### src/rtl/video_timing_gen.sv
// video_timing_gen: raster timing and test-pattern source.
// Drives vs/hs/de plus an 8-bit pattern pixel, one pixel per clock.
module video_timing_gen #(
    parameter int HAC      = 1920,
    parameter int HBP      = 3,
    parameter int HFP      = 3,
    parameter int VAC      = 1080,
    parameter int VBP      = 3,
    parameter int VFP      = 3,
    parameter int CNT_SIZE = 12
) (
    input  logic       clk,
    input  logic       rst,
    input  logic       i_en,
    input  logic [1:0] i_pat_sel,
    output logic       o_vs,
    output logic       o_hs,
    output logic       o_de,
    output logic [7:0] o_data,
    output logic [7:0] o_frame_cnt,
    output logic       o_busy
);

    typedef enum logic [2:0] {
        IDLE  = 3'b001,
        RUN   = 3'b010,
        DRAIN = 3'b100
    } state_t;

    localparam logic [CNT_SIZE-1:0] H_LAST = CNT_SIZE'(HBP + HAC + HFP);
    localparam logic [CNT_SIZE-1:0] V_LAST = CNT_SIZE'(VBP + VAC + VFP);
    localparam logic [CNT_SIZE-1:0] H_ACT0 = CNT_SIZE'(HBP + 1);
    localparam logic [CNT_SIZE-1:0] H_ACT1 = CNT_SIZE'(HBP + HAC);
    localparam logic [CNT_SIZE-1:0] V_ACT0 = CNT_SIZE'(VBP + 1);
    localparam logic [CNT_SIZE-1:0] V_ACT1 = CNT_SIZE'(VBP + VAC);
    localparam logic [7:0]          X_OFF  = 8'(HBP + 1);
    localparam logic [7:0]          Y_OFF  = 8'(VBP + 1);

    state_t              state;
    state_t              state_nxt;
    logic [CNT_SIZE-1:0] h;
    logic [CNT_SIZE-1:0] v;
    logic [CNT_SIZE-1:0] h_nxt;
    logic [CNT_SIZE-1:0] v_nxt;
    logic [1:0]          pat;
    logic                running;
    logic                frame_end;
    logic                h_act;
    logic                v_act;
    logic                de_nxt;
    logic [7:0]          x8;
    logic [7:0]          y8;
    logic [7:0]          pix;

    assign running   = (state == RUN) || (state == DRAIN);
    assign frame_end = (h == H_LAST) && (v == V_LAST);
    assign h_act     = (h >= H_ACT0) && (h <= H_ACT1);
    assign v_act     = (v >= V_ACT0) && (v <= V_ACT1);
    assign de_nxt    = running && h_act && v_act;
    // only the low byte of each coordinate is ever used
    assign x8        = h[7:0] - X_OFF;
    assign y8        = v[7:0] - Y_OFF;

    // next-state: frames always finish before returning to IDLE
    always_comb begin
        state_nxt = state;
        case (state)
            IDLE: begin
                if (i_en) state_nxt = RUN;
            end
            RUN: begin
                if (!i_en && frame_end) state_nxt = IDLE;
                else if (!i_en)         state_nxt = DRAIN;
            end
            DRAIN: begin
                if (frame_end)  state_nxt = IDLE;
                else if (i_en)  state_nxt = RUN;
            end
            default: state_nxt = IDLE;
        endcase
    end

    // raster counters advance only while a frame is in flight
    always_comb begin
        h_nxt = '0;
        v_nxt = '0;
        if (running) begin
            if (h == H_LAST) begin
                h_nxt = '0;
                v_nxt = (v == V_LAST) ? '0 : v + CNT_SIZE'(1);
            end else begin
                h_nxt = h + CNT_SIZE'(1);
                v_nxt = v;
            end
        end
    end

    // pattern pixel for the current counter position
    always_comb begin
        pix = 8'h00;
        case (pat)
            2'd0: pix = x8;
            2'd1: pix = y8;
            2'd2: pix = (x8[3] ^ y8[3]) ? 8'hFF : 8'h00;
            2'd3: pix = o_frame_cnt;
            default: pix = 8'h00;
        endcase
    end

    // state and counter registers
    always_ff @(posedge clk or posedge rst) begin
        if (rst) begin
            state <= IDLE;
            h     <= '0;
            v     <= '0;
        end else begin
            state <= state_nxt;
            h     <= h_nxt;
            v     <= v_nxt;
        end
    end

    // pattern select is sampled once per frame at its first cycle
    always_ff @(posedge clk or posedge rst) begin
        if (rst) begin
            pat <= 2'd0;
        end else if (running && (h == '0) && (v == '0)) begin
            pat <= i_pat_sel;
        end
    end

    // registered timing and pixel outputs, one cycle behind counters
    always_ff @(posedge clk or posedge rst) begin
        if (rst) begin
            o_vs   <= 1'b0;
            o_hs   <= 1'b0;
            o_de   <= 1'b0;
            o_data <= 8'h00;
            o_busy <= 1'b0;
        end else begin
            o_vs   <= running && (h == '0) && (v == '0);
            o_hs   <= running && (h == '0);
            o_de   <= de_nxt;
            o_data <= de_nxt ? pix : 8'h00;
            o_busy <= (state_nxt != IDLE);
        end
    end

    // completed-frame counter, wraps naturally at 8 bits
    always_ff @(posedge clk or posedge rst) begin
        if (rst) begin
            o_frame_cnt <= 8'h00;
        end else if (running && frame_end) begin
            o_frame_cnt <= o_frame_cnt + 8'h01;
        end
    end

endmodule

### config.mk
export PLATFORM = sky130hd
export DESIGN_NAME = video_timing_gen
export DESIGN_NICKNAME = d
export VERILOG_FILES = /design/src/rtl/video_timing_gen.sv
export SDC_FILE = /design/constraint.sdc
export NUM_CORES = 1
export LEC_CHECK = 0
export CORE_MARGIN = 1.5
export CORE_UTILIZATION = 45
export CTS_BUF_LIST = sky130_fd_sc_hd__clkbuf_4 sky130_fd_sc_hd__clkbuf_8
export DETAILED_ROUTE_END_ITERATION = 6
export GPL_ROUTABILITY_DRIVEN = 1
export SYNTH_ARGS = -nofsm -noshare
export SYNTH_HDL_FRONTEND = slang
export SYNTH_SLANG_ARGS = --single-unit
export TNS_END_PERCENT = 50
### constraint.sdc
create_clock -name clk -period 3.37 [get_ports clk]
set_clock_uncertainty 0.15 [all_clocks]
set_input_delay 0.674 -clock clk [delete_from_list [all_inputs] [get_ports clk]]
set_output_delay 0.674 -clock clk [all_outputs]
set_load 0.02 [all_outputs]
* Word-level counts from Yosys, hierarchy flattened
Index checks and enable logic that the tools add are counted.
** Storage, ports and cells
- Register bits :: 49
- Input port bits :: 5
- Output and inout port bits :: 20
- Word-level logic and storage cells :: 57
** Cells by class
- Add/subtract/negate cells :: 5
- Magnitude comparators :: 4
- Equal/unequal tests :: 10
- Mux-type cells :: 13
- Bitwise gates (word level) :: 1
- Reduce and logical (&&, ||, !) cells :: 14
** Operators with widths (number)
- 12-bit two-way mux :: 5
- 8-bit case mux with 4 select lines :: 1
- 12-bit by 1-bit adder with 12-bit output, second input constant :: 2
- 12-bit by 11-bit == test with 1-bit output, second input constant :: 2
- 12-bit by 3-bit >= comparator with 1-bit output, second input constant :: 2
- 12-bit by 11-bit <= comparator with 1-bit output, second input constant :: 2
- 12-bit logical NOT :: 2
- 8-bit two-way mux :: 2
- 8-bit by 3-bit subtractor with 8-bit output, second input constant :: 2
- 3-bit two-way mux :: 4
- 1-bit logical AND :: 9
- 3-bit case mux with 3 select lines :: 1
- 8-bit by 1-bit adder with 8-bit output, second input constant :: 1
- 2-bit == test, second input constant :: 2
- 3-bit by 1-bit == test with 1-bit output, second input constant :: 1
- 3-bit by 2-bit == test with 1-bit output, second input constant :: 1
- 3-bit == test, second input constant :: 1
- 3-bit by 1-bit inequality test with 1-bit output, second input constant :: 1
- 2-bit by 1-bit == test with 1-bit output, second input constant :: 1
- 2-bit logical NOT :: 1
- 2-bit by 1-bit inequality test with 1-bit output, second input constant :: 1
- 1-bit logical NOT :: 1
- 1-bit logical OR :: 1
- 1-bit bitwise XOR :: 1

* Longest topological paths before layout
Gate-level depths: netlist (run 1).
- Word-level depth :: 6
- Mapped depth :: 7

* Worst setup path after synthesis (run 1)
No wires, ideal clock.
- Path kind :: reg-to-reg
- Start :: register h[6]
- End :: register v[10]
- Arrival time :: 2.020 ns
- Required time :: 3.144 ns
- Setup slack :: 1.124 ns
- Stages on the path, launching flop included :: 7
- Path buffers :: 2
- Cells stage by stage :: dfrtp_1 -> buf_2 -> or4_4 -> or3_1 -> buf_2 -> or4_1 -> o21ai_1
** On the way
- Longest elaborated chain between the ends :: 2
** RTL lines
- start, declared :: line 41 : logic [CNT_SIZE-1:0] h;
- start signal, assigned :: line 118 : h <= h_nxt;
- 12-bit by 11-bit == test with 1-bit output :: line 88 : if (h == H_LAST) begin
- 2-bit by 1-bit inequality test with 1-bit output (no line)
- end signal, assigned :: line 119 : v <= v_nxt;
- end, declared :: line 42 : logic [CNT_SIZE-1:0] v;
No other way between the ends.
A chain may end at the register's enable or synchronous reset.

* Worst setup path after layout (run 1)
- Start :: register v[2]
- End :: register o_data[1]
** On the way
- Longest elaborated chain between the ends :: 5
- Elaborated cells between the ends (all ways) :: 9
** RTL lines
- 8-bit by 3-bit subtractor with 8-bit output :: line 62 : assign y8 = v[7:0] - Y_OFF;
- 1-bit bitwise XOR :: line 104 : 2'd2: pix = (x8[3] ^ y8[3]) ? 8'hFF : 8'h00;
- 8-bit two-way mux :: line 104
- 8-bit case mux with 4 select lines :: line 101 : case (pat)
- 8-bit two-way mux * :: line 144 : o_data <= de_nxt ? pix : 8'h00;
- end signal, assigned :: line 144
- end, declared :: line 19 : output logic [7:0] o_data,
Mark *: on every way between the ends. The rest lies on a longest branch, timed or not.

==> impl_results.html, run 1 <==
<table>
<tr><th>Metric</th><th>Value</th></tr>
<tr><th colspan="2">Outcome</th></tr>
<tr><td>Status</td><td>finished, final reports clean</td></tr>
<tr><th colspan="2">Timing</th></tr>
<tr><td>Count of pins over their slew limit</td><td>0</td></tr>
<tr><td>Maximum clock rate</td><td>390 MHz</td></tr>
<tr><td>Slew HR</td><td>53.3%</td></tr>
<tr><td>Hold Fails Final Rpt</td><td>0</td></tr>
<tr><td>RSZ-0062 raised after global routing</td><td>false</td></tr>
<tr><td>Final sum of negative setup slack</td><td>0 ns</td></tr>
<tr><td>Transition time of the tightest slew-check pin</td><td>0.701 ns</td></tr>
<tr><td>Final cycle utilization of the critical path</td><td>76.0%</td></tr>
<tr><td>Final setup fails</td><td>0</td></tr>
<tr><td>Crit path time final</td><td>2.56 ns</td></tr>
<tr><th colspan="2">Logic synthesis</th></tr>
<tr><td>Synth top cells by count</td><td>sky130_fd_sc_hd__dfrtp_1 (48), sky130_fd_sc_hd__nand2_1 (26), sky130_fd_sc_hd__nor2_1 (19), sky130_fd_sc_hd__clkbuf_1 (18), sky130_fd_sc_hd__inv_1 (17)</td></tr>
<tr><td>Count of cell types in the netlist</td><td>48</td></tr>
<tr><td>Syn_nets</td><td>345</td></tr>
<tr><td>Number of enable flip-flop cells after synthesis</td><td>0</td></tr>
<tr><td>Flip-flop and latch count after synthesis</td><td>49</td></tr>
<tr><td>Share of the yosys chip area belonging to registers</td><td>40.8%</td></tr>
<tr><td>Area of the mapped netlist</td><td>3010 um2</td></tr>
<tr><td>Post-synthesis average cell area</td><td>9.29 um2</td></tr>
<tr><td>Biggest area contributors in the synthesized netlist</td><td>sky130_fd_sc_hd__dfrtp_1 (40%), sky130_fd_sc_hd__ha_1 (6.7%), sky130_fd_sc_hd__xor2_1 (4.4%), sky130_fd_sc_hd__nand2_1 (3.2%), sky130_fd_sc_hd__xnor2_1 (3.2%)</td></tr>
<tr><td>Share of Yosys cell area claimed by the top area cell type</td><td>39.9%</td></tr>
<tr><td>Dominant register cell in the synthesized netlist</td><td>sky130_fd_sc_hd__dfrtp_1</td></tr>
<tr><td>Fraction of synthesis flops using an asynchronous set or reset pin</td><td>100%</td></tr>
<tr><td>Yosys Warn Count</td><td>0</td></tr>
<tr><td>Synth area leader</td><td>sky130_fd_sc_hd__dfrtp_1</td></tr>
<tr><td>Cell with the most instances after synthesis</td><td>sky130_fd_sc_hd__dfrtp_1</td></tr>
<tr><td>Gate count after technology mapping</td><td>324</td></tr>
<tr><th colspan="2">Setup path</th></tr>
<tr><td>Required time of the worst setup path</td><td>3.39 ns</td></tr>
<tr><td>Crit path DAT</td><td>2.58 ns</td></tr>
<tr><td>Endpoint of the worst-slack reg-to-reg timing path</td><td>o_data[1]$_DFF_PP0_</td></tr>
<tr><td>Critical-path maximum fanout</td><td>8</td></tr>
<tr><td>WS Path Type</td><td>flip-flop to flip-flop</td></tr>
<tr><td>Setup crit end kind</td><td>flip-flop</td></tr>
<tr><td>CP cell instances</td><td>inv_1, ha_1, xnor2_1, a21oi_1, o21ai_0, a2111oi_0</td></tr>
<tr><td>Slowest cell on crit path</td><td>sky130_fd_sc_hd__dfrtp_1</td></tr>
<tr><td>Worst Setup EP</td><td>o_data[1]$_DFF_PP0_</td></tr>
<tr><td>Origin of the worst setup path</td><td>v[2]$_DFFE_PP0P_</td></tr>
<tr><td>Type of element launching the critical path</td><td>flip-flop</td></tr>
<tr><td>Worst R2R Setup Slack</td><td>0.81 ns</td></tr>
<tr><td>Number of cell instances on the worst register-to-register path</td><td>6</td></tr>
<tr><td>Maximum single-stage delay on the critical path</td><td>0.51 ns</td></tr>
<tr><td>Reg2reg start</td><td>v[2]$_DFFE_PP0P_</td></tr>
<tr><th colspan="2">Placement</th></tr>
<tr><td>DP Cell Count</td><td>406</td></tr>
<tr><td>Gpl congestion</td><td>0.792</td></tr>
<tr><td>Port bufs</td><td>24</td></tr>
<tr><td>HPWL Detailed</td><td>4840 um</td></tr>
<tr><th colspan="2">Clock network</th></tr>
<tr><td>Clock tree from TritonCTS</td><td>built</td></tr>
<tr><td>Clk Tree Root Cell</td><td>sky130_fd_sc_hd__clkbuf_8</td></tr>
<tr><td>H-tree level count</td><td>2</td></tr>
<tr><td>TritonCTS sink count</td><td>49</td></tr>
<tr><td>Clock-pin transition on the worst setup and hold timing paths</td><td>0.10 ns</td></tr>
<tr><td>Gates resized, CTS repair</td><td>0</td></tr>
<tr><td>Clock insertion delay at the later pin of the skew report</td><td>0.31 ns</td></tr>
<tr><td>Number of buffers inserted during clock tree synthesis</td><td>5</td></tr>
<tr><td>Setup bufs post-CTS</td><td>0</td></tr>
<tr><td>Longest Clk Path Bufs</td><td>2</td></tr>
<tr><td># hold bufs at CTS</td><td>0</td></tr>
<tr><th colspan="2">Floorplan</th></tr>
<tr><td>Total I/O pin count</td><td>25</td></tr>
<tr><td>Die Y</td><td>84.8 um</td></tr>
<tr><td>Number of standard-cell rows in the floorplan</td><td>29</td></tr>
<tr><td>Total Die Area</td><td>7190 um2</td></tr>
<tr><td>Die extent in x</td><td>84.8 um</td></tr>
<tr><td>Initial core utilization</td><td>46.9%</td></tr>
<tr><td>Area of the core</td><td>6420 um2</td></tr>
<tr><th colspan="2">GRT</th></tr>
<tr><td>Global-route wire length before repair</td><td>11700 um</td></tr>
<tr><td>Maximum number of pins on one net before global-route repair</td><td>50</td></tr>
<tr><td>Number of global-route vias before repair</td><td>2272</td></tr>
<tr><td>Total grt overflow</td><td>0</td></tr>
<tr><td>GRT Total Usage</td><td>20.5%</td></tr>
<tr><td>Antenna violations before repair</td><td>0</td></tr>
<tr><th colspan="2">Min path</th></tr>
<tr><td>Hold Crit Depth</td><td>1</td></tr>
<tr><td>Worst Hold Class</td><td>flip-flop to flip-flop</td></tr>
<tr><th colspan="2">Route</th></tr>
<tr><td>WL/cell</td><td>16.9 um</td></tr>
<tr><td>Final routed wirelength across all metal layers</td><td>6990 um</td></tr>
<tr><td>Pre-Repair DR Iteration Count</td><td>4</td></tr>
<tr><td># DRC</td><td>0</td></tr>
<tr><td>Post-DRT Antenna Nets</td><td>0</td></tr>
<tr><td>Detailed-route via count</td><td>2399</td></tr>
<tr><td>DRC violation total after the first TritonRoute iteration</td><td>179</td></tr>
<tr><td>Detail-routed via count per cell</td><td>5.79</td></tr>
<tr><th colspan="2">Run</th></tr>
<tr><td>Number of max-capacitance violations reported</td><td>0</td></tr>
<tr><th colspan="2">Layout</th></tr>
<tr><td>Share of post-route cells with drive strength above 1</td><td>6.23%</td></tr>
<tr><td>Nets@finish</td><td>357</td></tr>
<tr><td>Post-layout instance count excluding filler cells</td><td>414</td></tr>
<tr><td>Total inserted antenna cells</td><td>0</td></tr>
<tr><td>Synth-to-Final Area Change</td><td>12.8%</td></tr>
<tr><th colspan="2">Pwr</th></tr>
<tr><td>Total power</td><td>1.62 mW</td></tr>
<tr><td>Worst supply voltage drop on vdd</td><td>0.000264 V</td></tr>
<tr><td>Total power divided by cell area</td><td>478 nW/um2</td></tr>
<tr><td>Static Leakage</td><td>1.41 nW</td></tr>
</table>
-- power by group --
| part | switching [mW] | internal (mW) | total, mW |
|---|---|---|---|
| logic | 0.257 | 0.184 | 0.441 |
| registers | 0.0980 | 0.637 | 0.735 |
| clock network | 0.204 | 0.242 | 0.446 |
-- worst min path at each step --
stage,from,slack (ns),end
finish,h[0]$_DFF_PP0_,0.35,h[0]$_DFF_PP0_
floorplan,h[0]$_DFF_PP0_,0.30,h[0]$_DFF_PP0_
CTS,h[0]$_DFF_PP0_,0.35,h[0]$_DFF_PP0_
global route,h[0]$_DFF_PP0_,0.36,h[0]$_DFF_PP0_
global placement,h[0]$_DFF_PP0_,0.33,h[0]$_DFF_PP0_
detailed placement,h[0]$_DFF_PP0_,0.33,h[0]$_DFF_PP0_
-- through the flow --
| step | util [%] | worst slack (ns) | hold WS [ns] | cell area, um2 |
|---|---|---|---|---|
| after detailed placement | 51.0 | 0.872 | 0.329 | 3280 |
| after global placement | 51.0 | 0.817 | 0.328 | 3280 |
| after floorplan | - | 1.12 | 0.304 | 3010 |
| final | 52.9 | 0.808 | 0.345 | 3400 |
| after CTS | 52.9 | 0.808 | 0.345 | 3400 |
| after global routing | 52.9 | 0.531 | 0.356 | 3400 |
-- kinds of logic after synthesis --
group,share of synthesized area (%)
simple gates,23.6
fa+ha+maj,6.65
flops,40.8
compound gates,15.1
xor+xnor,7.57
buf+inv,5.20
mux,1.12
-- layout by cell type (no fill, tap or decap), types with 5 or more instances in the layout --
master,netlist,routed
sky130_fd_sc_hd__and2_1,6,6
sky130_fd_sc_hd__dfrtp_1,48,48
sky130_fd_sc_hd__o22ai_1,5,5
sky130_fd_sc_hd__a21oi_1,7,7
sky130_fd_sc_hd__nand2_1,26,26
sky130_fd_sc_hd__clkdlybuf4s50_1,0,24
sky130_fd_sc_hd__nor2_1,19,19
sky130_fd_sc_hd__xor2_1,15,15
sky130_fd_sc_hd__and4_1,5,5
sky130_fd_sc_hd__xnor2_1,11,11
sky130_fd_sc_hd__ha_1,16,16
sky130_fd_sc_hd__nor3_1,15,15
sky130_fd_sc_hd__nand3_1,10,10
sky130_fd_sc_hd__nand4_1,12,12
sky130_fd_sc_hd__o21ai_0,12,12
sky130_fd_sc_hd__and3_1,6,6
sky130_fd_sc_hd__o31ai_1,5,5
sky130_fd_sc_hd__nand2b_1,7,7
sky130_fd_sc_hd__nor4_1,6,6
sky130_fd_sc_hd__or3_1,5,5
sky130_fd_sc_hd__inv_1,17,16
sky130_fd_sc_hd__clkbuf_8,0,6
-- flip-flops by register name, indices dropped and copies added, names as in the netlist --
register and flops:
o_vs 1, pat 2, o_data 8, state 3
h 12, o_busy 1, o_frame_cnt 8, o_de 1
v 12, o_hs 1
-- critical path, delay by kind of cell, from the launching register on --
family,cells,cell delay [ns]
XOR/XNOR,1,0.15
adder cells (fa/ha/maj),1,0.38
AO/OA/AOI/OAI,3,1.07
buffers and inverters,1,0.16
flip-flops,1,0.51
-- layout make-up --
cell class | count | area [um2]
multi-input cells | 236 | 1630
flip-flops and latches | 49 | 1230
clock buffers | 6 | 82.6
repair buffers | 27 | 263
clock inverters | 2 | 37.5
inverters | 17 | 63.8
well taps | 77 | 96.3
fillers | 601 | 3030
-- routing by layer --
layer	up-vias	share of wire [%]	track usage (%)
met3	5	3.4	2.85
met5	-	0	0
met1	1156	49	30.4
met4	0	0.89	5.07
li1	1189	-	-
met2	49	46	31.7
Power figures use the tool's default switching activity.
==> run 2: changes to the inputs <==
Settings changed: PLACE_DENSITY set to 0.67.
Clock period 3.37 ns to 2.1 ns, I/O delays scaled along.
==> run 2 against run 1 <==
  * The run now ends with DRC, setup timing left
  * Clock-buffer cell count decreased by 1
  * Cell count increased by 14%
  * Sequential power increased by 58%
  * Sequential share of layout area decreased by 6.5 points
  * First-iteration DRC count increased by 44%
  * Register-to-register slack got worse by 1.1 ns
==> impl_results.html, run 2 (synthesis gave the netlist of run 1 again) <==
<table>
<tr><th>Metric</th><th>Value</th></tr>
<tr><th colspan="2">Outcome</th></tr>
<tr><td>Status</td><td>finished with violations</td></tr>
<tr><td>Failing checks</td><td>DRC, setup timing</td></tr>
<tr><th colspan="2">GRT</th></tr>
<tr><td>Antenna violations before repair</td><td>0 (unchanged)</td></tr>
<tr><td>GRT Total Usage</td><td>24.0% (+3.4 points)</td></tr>
<tr><td>Maximum number of pins on one net before global-route repair</td><td>26 (-48%)</td></tr>
<tr><td>Global-route wire length before repair</td><td>13500 um (+16%)</td></tr>
<tr><td>Number of global-route vias before repair</td><td>2735 (+20%)</td></tr>
<tr><td>Total grt overflow</td><td>0 (unchanged)</td></tr>
<tr><th colspan="2">Route</th></tr>
<tr><td>WL/cell</td><td>17.4 um (+2.8%)</td></tr>
<tr><td>Detail-routed via count per cell</td><td>5.89 (+1.7%)</td></tr>
<tr><td>Detailed-route via count</td><td>2782 (+16%)</td></tr>
<tr><td>DRC violation total after the first TritonRoute iteration</td><td>258 (+44%)</td></tr>
<tr><td>Post-DRT Antenna Nets</td><td>0 (unchanged)</td></tr>
<tr><td># DRC</td><td>6 (+6)</td></tr>
<tr><td>Final routed wirelength across all metal layers</td><td>8200 um (+17%)</td></tr>
<tr><td>Pre-Repair DR Iteration Count</td><td>6 (+2)</td></tr>
<tr><th colspan="2">Pwr</th></tr>
<tr><td>Total power divided by cell area</td><td>686 nW/um2 (+44%)</td></tr>
<tr><td>Static Leakage</td><td>1.85 nW (+31%)</td></tr>
<tr><td>Worst supply voltage drop on vdd</td><td>0.000338 V (+28%)</td></tr>
<tr><th colspan="2">Clock network</th></tr>
<tr><td>Clock-pin transition on the worst setup and hold timing paths</td><td>0.10 ns (about the same)</td></tr>
<tr><td># hold bufs at CTS</td><td>0 (unchanged)</td></tr>
<tr><td>H-tree level count</td><td>2 (unchanged)</td></tr>
<tr><td>Longest Clk Path Bufs</td><td>2 (unchanged)</td></tr>
<tr><td>TritonCTS sink count</td><td>49 (unchanged)</td></tr>
<tr><td>Clock insertion delay at the later pin of the skew report</td><td>0.32 ns (about the same)</td></tr>
<tr><td>Clock tree from TritonCTS</td><td>built</td></tr>
<tr><td>Clk Tree Root Cell</td><td>sky130_fd_sc_hd__clkbuf_8</td></tr>
<tr><td>Number of buffers inserted during clock tree synthesis</td><td>5 (unchanged)</td></tr>
<tr><th colspan="2">Placement</th></tr>
<tr><td>Port bufs</td><td>24 (unchanged)</td></tr>
<tr><td>Setup Slack @ Placement</td><td>-0.296 ns (-1.17 ns)</td></tr>
<tr><td>Gpl congestion</td><td>0.893 (+13%)</td></tr>
<tr><td>HPWL Detailed</td><td>5810 um (+20%)</td></tr>
<tr><th colspan="2">Setup path</th></tr>
<tr><td>Most prevalent standard cell on the critical path</td><td>sky130_fd_sc_hd__or4_4</td></tr>
<tr><td>Maximum single-stage delay on the critical path</td><td>0.56 ns (+0.05 ns)</td></tr>
<tr><td>Type of element launching the critical path</td><td>flip-flop</td></tr>
<tr><td>Setup crit end kind</td><td>flip-flop</td></tr>
<tr><td>Slowest cell on crit path</td><td>sky130_fd_sc_hd__or4_4</td></tr>
<tr><td>CP cell instances</td><td>or4_4, or4_4, buf_6, o211ai_1, o311ai_1</td></tr>
<tr><td>Crit path DAT</td><td>2.40 ns (-0.18 ns)</td></tr>
<tr><td>Origin of the worst setup path</td><td>v[6]$_DFFE_PP0P_</td></tr>
<tr><td>Required time of the worst setup path</td><td>2.12 ns (-1.27 ns)</td></tr>
<tr><td>WS Path Type</td><td>flip-flop to flip-flop</td></tr>
<tr><td>Worst R2R Setup Slack</td><td>-0.28 ns (-1.08 ns)</td></tr>
<tr><td>Reg2reg start</td><td>v[6]$_DFFE_PP0P_</td></tr>
<tr><td>Critical-path maximum fanout</td><td>4 (-4)</td></tr>
<tr><th colspan="2">Timing</th></tr>
<tr><td>Maximum clock rate</td><td>421 MHz (+7.8%)</td></tr>
<tr><td>Fin worst setup slack</td><td>-0.277 ns (-1.08 ns)</td></tr>
<tr><td>Count of pins over their slew limit</td><td>0 (unchanged)</td></tr>
<tr><td>Final setup fails</td><td>32 (+32)</td></tr>
<tr><td>Transition time of the tightest slew-check pin</td><td>0.486 ns (-0.215 ns)</td></tr>
<tr><td>Hold Fails Final Rpt</td><td>0 (unchanged)</td></tr>
<tr><td>Final cycle utilization of the critical path</td><td>113% (+37 points)</td></tr>
<tr><td>Slew HR</td><td>67.6% (+14 points)</td></tr>
<tr><td>RSZ-0062 raised after global routing</td><td>true</td></tr>
<tr><td>Crit path time final</td><td>2.38 ns (-0.186 ns)</td></tr>
<tr><th colspan="2">Floorplan</th></tr>
<tr><td>Initial core utilization</td><td>46.9% (unchanged)</td></tr>
<tr><td>Die Y</td><td>84.8 um (unchanged)</td></tr>
<tr><td>Area of the core</td><td>6420 um2 (unchanged)</td></tr>
<tr><td>Total I/O pin count</td><td>25 (unchanged)</td></tr>
<tr><td>Die extent in x</td><td>84.8 um (unchanged)</td></tr>
<tr><td>Total Die Area</td><td>7190 um2 (unchanged)</td></tr>
<tr><td>Number of standard-cell rows in the floorplan</td><td>29 (unchanged)</td></tr>
<tr><th colspan="2">Layout</th></tr>
<tr><td>Nets@finish</td><td>415 (+16%)</td></tr>
<tr><td>Commonest non-fill, non-tap cell in the layout</td><td>sky130_fd_sc_hd__buf_4</td></tr>
<tr><td>Filler cell count</td><td>519 (-14%)</td></tr>
<tr><td>Synth-to-Final Area Change</td><td>37.8%</td></tr>
<tr><td>Regs by FF count</td><td>h (12), v (12)</td></tr>
<tr><td>Leading cell types in the layout, fill and taps excluded</td><td>sky130_fd_sc_hd__buf_4 (49), sky130_fd_sc_hd__dfrtp_1 (48), sky130_fd_sc_hd__nand2_1 (25)</td></tr>
<tr><td>Share of post-route cells with drive strength above 1</td><td>29.1% (+23 points)</td></tr>
<tr><td>Core Util, Final</td><td>64.6% (+12 points)</td></tr>
<tr><td>Total inserted antenna cells</td><td>0 (unchanged)</td></tr>
<tr><th colspan="2">Run</th></tr>
<tr><td>Number of max-capacitance violations reported</td><td>0 (unchanged)</td></tr>
<tr><th colspan="2">Min path</th></tr>
<tr><td>Worst Hold Class</td><td>input pin to asynchronous set/reset pin</td></tr>
</table>
## run 2: cell count changes in the layout (fill, tap and decap cells not counted), sizes merged
cell / before / now
clkinvlp: 1 / 0
clkinv: 0 / 1
dlymetal6s2s: 0 / 1
clkbuf: 6 / 5
clkdlybuf4s50: 24 / 23
buf: 3 / 61
inv: 17 / 18
## run 2: power breakdown
part	switching (mW)	internal [mW]
combinational	0.534	0.421
clock	0.364	0.366
sequential	0.139	1.02
total	1.04	1.81
## run 2: worst paths after layout
path                                     to  depth (start not counted)
max reg2reg                o_busy$_DFF_PP0_                          5
max in group asynchronous   h[10]$_DFF_PP0_                          3
min in group clk             h[0]$_DFF_PP0_                          2
min                        v[3]$_DFFE_PP0P_                          2
max                        o_busy$_DFF_PP0_                          5
min reg2reg                  h[0]$_DFF_PP0_                          2
## run 2: final cells by class
| class | instances | area [um2] | area share (%) |
|---|---|---|---|
| multi-input combinational | 236 | 1880 | 45.3 |
| timing repair buffer | 85 | 763 | 18.4 |
| sequential | 49 | 1230 | 29.6 |
| inverter | 17 | 63.8 | 1.54 |
| tap | 77 | 96.3 | 2.32 |
| clock buffer | 5 | 68.8 | 1.66 |
| clock inverter | 3 | 50.0 | 1.21 |
## run 2: repair_timing
item / CTS / global route
pin swaps: 20 / 12
gates cloned: 0 / 0
endpoints found under the setup margin: 31 / 36
resized for setup: 35 / 25
buffers inserted: 7 / 1
## run 2: worst max-delay path, delay by kind of cell, from the launching register on
kind	cells	cell delay, ns
flip-flops	1	0.39
buffers and inverters	1	0.15
AND/OR/NAND/NOR	2	1.11
AO/OA/AOI/OAI	2	0.43
## run 2: through the flow
step	total power, mW	std cells	TNS (ns)	instance area (um2)	hold slack [ns]
final	2.85	472	-4.73	4150	0.271
after global routing	3.00	472	-6.40	4150	0.305
after CTS	2.76	471	-4.74	3990	0.288
after detailed placement	1.99	456	-3.98	3670	0.372
after global placement	1.97	456	-2.99	3670	0.353
after floorplan	1.70	324	-1.60	3020	0.304
## run 2: metal layers
| metal | vias to the layer above | part of all wire [%] | GRT usage, % |
|---|---|---|---|
| met5 | - | 0 | 0 |
| met4 | 0 | 1.7 | 6.71 |
| met3 | 17 | 3.7 | 3.24 |
| met2 | 73 | 50 | 40.9 |
| met1 | 1380 | 45 | 32.0 |
| li1 | 1312 | - | - |
